**src/rtl/vga_pixel_pipe.sv**
```systemverilog
// Pixel pipe between the VGA timing generator and the frame ROM: incremental
// address generation, ROM latency compensation, registered DAC outputs.
module vga_pixel_pipe #(
  parameter int H_ACTIVE = 640,
  parameter int V_ACTIVE = 480,
  parameter int ADDR_W   = 19,
  parameter int ROM_LAT  = 1
) (
  input  logic              clk_25,
  input  logic              n_rst,
  input  logic [9:0]        x_coordinate,
  input  logic [9:0]        y_coordinate,
  input  logic              video_on_in,
  input  logic              hsync_in,
  input  logic              vsync_in,
  input  logic              synch_in,
  output logic [ADDR_W-1:0] rom_address,
  input  logic [23:0]       rom_q,
  output logic [7:0]        vga_r,
  output logic [7:0]        vga_g,
  output logic [7:0]        vga_b,
  output logic              hsync_out,
  output logic              vsync_out,
  output logic              blank_n_out,
  output logic              sync_n_out,
  output logic              frame_done
);
  localparam int                D         = ROM_LAT + 2;
  localparam logic [9:0]        X_LIM     = 10'(H_ACTIVE);
  localparam logic [9:0]        Y_LIM     = 10'(V_ACTIVE);
  localparam logic [ADDR_W-1:0] LINE_STEP = ADDR_W'(H_ACTIVE);

  typedef struct packed {
    logic hsync;
    logic vsync;
    logic blank_n;
    logic sync_n;
  } sync_t;

  localparam sync_t SYNC_IDLE = sync_t'(4'b1101);

  logic [ADDR_W-1:0] line_base;
  logic [ADDR_W-1:0] line_next;
  logic [9:0]        prev_y;
  logic              pix_valid;
  logic              pix_last;
  logic [D-1:1]      vld_pipe;
  logic [D-1:1]      last_pipe;
  sync_t [D-1:0]     sync_pipe;
  logic [23:0]       rgb;

  // Row base advances by one line on each new active row; the next-value is
  // used directly so the first pixel of a row already sees the new base.
  always_comb begin
    line_next = line_base;
    if (y_coordinate == '0)
      line_next = '0;
    else if ((y_coordinate != prev_y) && (y_coordinate < Y_LIM))
      line_next = line_base + LINE_STEP;
  end

  assign pix_valid = video_on_in && (x_coordinate < X_LIM) && (y_coordinate < Y_LIM);
  assign pix_last  = pix_valid && (x_coordinate == X_LIM - 10'd1) &&
                     (y_coordinate == Y_LIM - 10'd1);

  always_ff @(posedge clk_25 or negedge n_rst) begin
    if (!n_rst) begin
      line_base   <= '0;
      prev_y      <= '0;
      rom_address <= '0;
    end else begin
      line_base <= line_next;
      prev_y    <= y_coordinate;
      if (pix_valid)
        rom_address <= line_next + ADDR_W'(x_coordinate);
    end
  end

  // Valid/last need D-1 stages to gate the RGB register; sync bits need all D.
  always_ff @(posedge clk_25 or negedge n_rst) begin
    if (!n_rst) begin
      vld_pipe  <= '0;
      last_pipe <= '0;
      sync_pipe <= {D{SYNC_IDLE}};
    end else begin
      vld_pipe  <= {vld_pipe[D-2:1], pix_valid};
      last_pipe <= {last_pipe[D-2:1], pix_last};
      sync_pipe <= {sync_pipe[D-2:0],
                    sync_t'({hsync_in, vsync_in, video_on_in, synch_in})};
    end
  end

  always_ff @(posedge clk_25 or negedge n_rst) begin
    if (!n_rst) begin
      rgb        <= '0;
      frame_done <= 1'b0;
    end else begin
      rgb        <= vld_pipe[D-1] ? rom_q : 24'h0;
      frame_done <= last_pipe[D-1];
    end
  end

  assign {vga_r, vga_g, vga_b} = rgb;
  assign hsync_out   = sync_pipe[D-1].hsync;
  assign vsync_out   = sync_pipe[D-1].vsync;
  assign blank_n_out = sync_pipe[D-1].blank_n;
  assign sync_n_out  = sync_pipe[D-1].sync_n;

endmodule

```
**config.mk**
```make
export PLATFORM = sky130hd
export DESIGN_NAME = vga_pixel_pipe
export DESIGN_NICKNAME = d
export VERILOG_FILES = /design/src/rtl/vga_pixel_pipe.sv
export SDC_FILE = /design/constraint.sdc
export NUM_CORES = 1
export LEC_CHECK = 0
export CELL_PAD_IN_SITES_DETAIL_PLACEMENT = 1
export CELL_PAD_IN_SITES_GLOBAL_PLACEMENT = 2
export CORE_MARGIN = 2
export CORE_UTILIZATION = 40
export CTS_CLUSTER_DIAMETER = 40
export CTS_CLUSTER_SIZE = 30
export DETAILED_ROUTE_END_ITERATION = 8
export DONT_BUFFER_PORTS = 1
export MAX_ROUTING_LAYER = met4
export PLACE_DENSITY_LB_ADDON = 0.05
export SYNTH_ARGS = -nofsm -noshare
export SYNTH_HDL_FRONTEND = slang
export SYNTH_SLANG_ARGS = --single-unit
```
**constraint.sdc**
```tcl
create_clock -name clk_25 -period 3.3 [get_ports clk_25]
set_input_delay 0.66 -clock clk_25 [delete_from_list [all_inputs] [get_ports clk_25]]
set_output_delay 0.66 -clock clk_25 [all_outputs]
set_load 0.005 [all_outputs]
```
==> impl_metrics.yaml <==
run_status:
  status: "completed"
routing:
  top_layer: "met4"
  vias: 2604
  ant_nets: 0
  route.detailed.drc: 0
  met2_length_mm: 4.691
  wl_met3_um: 450
  post_drt_wl_per_cell_um: 17.88
  m1WireLength_mm: 3.823
  drtIter0Drc: 74
  wirelength_mm: 9.083
  viasPerCell: 5.126
  drt_pre_antenna_iters: 4
global_route:
  grt_pass1_wl_mm: 14.46
  antenna_found_initial: 0
  grtUsageTotal_pct: 18.87
  overflow: 0
  first_global_vias: 2847
  grt_max_degree: 81
sta:
  max-slew-margin-rel_pct: 66.51
  min_period_over_period_pct: 92.34
  fmax_mhz: 328.2
  finClkSkew_ps: 11.88
  setup_viol: 0
  fin_ws_ps: 252.8
  rsz0062_at_grt: "false"
  hold_viol_final: 0
  slew_violations: 0
  worst_pin_slew_ps: 500.9
  period_minus_slack_ps: 3047
floorplanning:
  start_util_pct: 40.78
  io_pins: 98
  fp.dieH_um: 103.1
  rows: 36
  die_area_um2: 10640
  die_w_um: 103.1
  core_area_um2: 9639
logic_synthesis:
  yosysUniqueCellTypes: 53
  synth_top_area_share_pct: 50.92
  synth_top_cell_by_area: "dfrtp_1"
  synthFlopType: "dfrtp_1"
  ys_seq_elements: 89
  ys_warn_count: 0
  avgSynthCellArea_um2: 11.46
  synth_seq_area_share_pct: 56.94
  synth_edf_count: 0
  netlist_top_cells_count: "80 x dfrtp_1, 37 x nand2_1, 33 x and2_1"
  synth_most_common_cell: "dfrtp_1"
  syn-num-nets: 405
  synthCells: 343
  synth_top_cells_by_area: "dfrtp_1 51%, dfstp_2 6.0%, and2_1 5.3%"
  synthArstFlopShare_pct: 100.0
  netlist_area_um2: 3931
finish:
  antenna_cells: 0
  drive_above_1_share_pct: 17.33
  final_net_count: 432
  syn2layout_area_growth_pct: 13.53
  final_cells: 508
  fin_area_um2: 4463
clocking:
  clk_latency_ps: 350
  cts-root-buf: "clkbuf_8"
  clkSinkCount: 89
  clk_path_buf_depth: 2
  cts_tree: "yes"
  clk_pin_slew_ps: 90
  post_cts_resized: 0
  numCtsBuffers: 9
  htree_levels: 3
worst_setup_path:
  worstPathArrival_ps: 3310
  cp-start-kind: "flip-flop"
  endpoint_kind: "flip-flop"
  crit_fanout: 4
  path_class: "reg -> reg"
  cp_data_required_time_ps: 3560
placed_design:
  numPortBuffers: 0
  dpl_worst_slack_ps: -233.4
  dp_hpwl_mm: 6.712
  dp_cells: 490
  postPlaceCellArea_um2: 4204
  globalplace.congestion: 0.7805
power:
  pwr_density_cell_nw_per_um2: 662.8
  leakagePower_uw: 0.002007
  vdd.ir_drop.worst_mv: 0.3015
run:
  cap_viol_max_count: 0
min_path:
  hold_class: "in -> async"
[flip-flops by register name (all words and copies together), names as in the netlist]
register / count
vsync_out: 1
last_pipe: 2
blank_n_out: 1
rgb: 24
hsync_out: 1
vld_pipe: 2
frame_done: 1
line_base: 19
sync_pipe: 8
rom_address: 19
sync_n_out: 1
prev_y: 10
[critical path, cell delays in order (launching register included)]
cell and delay [ps]:
dfrtp_1 390, xnor2_1 240, nand4_2 220, o31ai_4 270
mux2i_1 210, nor2_1 90, ha_1 330, nand3_1 130
a21o_1 220, a211oi_2 370, nand3_1 140, xnor2_1 160
o31ai_2 190
[timing repair]
item                       CTS  global route
hold endpoints to repair    80             0
hold buffers                 1             0
setup endpoints to repair    0             7
buffers inserted             0             1
[metal layers]
metal  global-route usage (%)  up-vias
met1                    22.64     1305
met3                    4.339        9
met2                    31.42       51
li1                         -     1239
met4                    6.377        0
met5                        -        -
[power breakdown]
part / switching, µW / internal, µW / total (µW)
combinational: 388 / 315 / 703
sequential: 152 / 1240 / 1390
clock: 422 / 438 / 861
total: 963 / 2000 / 2960
[area by class of cell]
type                       instances  area [µm²]
multi-input combinational        238        1600
clock buffer                      10       127.6
tap                              133       166.4
clock inverter                     6       96.34
fill                            1062        5176
sequential                        89        2238
timing repair buffer              25       207.7
inverter                           7       26.28
[worst paths after layout]
check | cells past startpoint | slack (ps) | start | to
setup / recovery | 12 | 250 | prev_y[1]$_DFF_PN0_ | rom_address[14]$_DFFE_PN0P_
hold / removal | 0 | 140 | n_rst | sync_pipe[6]$_DFF_PN1_
setup reg to reg | 12 | 250 | prev_y[1]$_DFF_PN0_ | rom_address[14]$_DFFE_PN0P_
hold reg to reg | 0 | 360 | last_pipe[1]$_DFF_PN0_ | last_pipe[2]$_DFF_PN0_
max in group asynchronous | 1 | 2770 | n_rst | line_base[11]$_DFF_PN0_
min in group clk_25 | 0 | 300 | hsync_in | sync_pipe[3]$_DFF_PN1_
[cells by family after synthesis]
kind of cell | synth area share, %
simple gates | 18.05
flops | 56.94
compound gates | 11.27
xor+xnor | 6.875
buf+inv | 2.355
fa+ha+maj | 4.010
mux | 0.5093
[layout by cell type, fill, tap and decap left out, types with 3 or more instances in the layout]
cell type	count
nand3_1	12
a21oi_1	8
a21o_1	4
xnor2_1	21
and2_1	33
nand4_1	6
o21a_1	3
xor2_1	8
dfstp_2	9
inv_1	7
clkbuf_8	9
nor4_1	3
nor3_1	4
ha_1	11
nor2b_1	3
o21ai_0	18
nand2_1	37
buf_4	24
a211oi_2	3
nor2_1	17
dfrtp_1	80
o21ai_1	8
[per-stage QoR]
step / utilization [%] / hold slack, ps / TNS, ps / total power [µW]
floorplan: - / 331.2 / 0 / 1882
global placement: 43.61 / 333.0 / -424.2 / 2097
detailed placement: 43.61 / 336.3 / -1282 / 2112
CTS: 46.22 / 121.7 / 0 / 3013
global route: 46.30 / 114.7 / 0 / 3150
finish: 46.30 / 144.4 / 0 / 2958
Power figures use the tool's default switching activity.
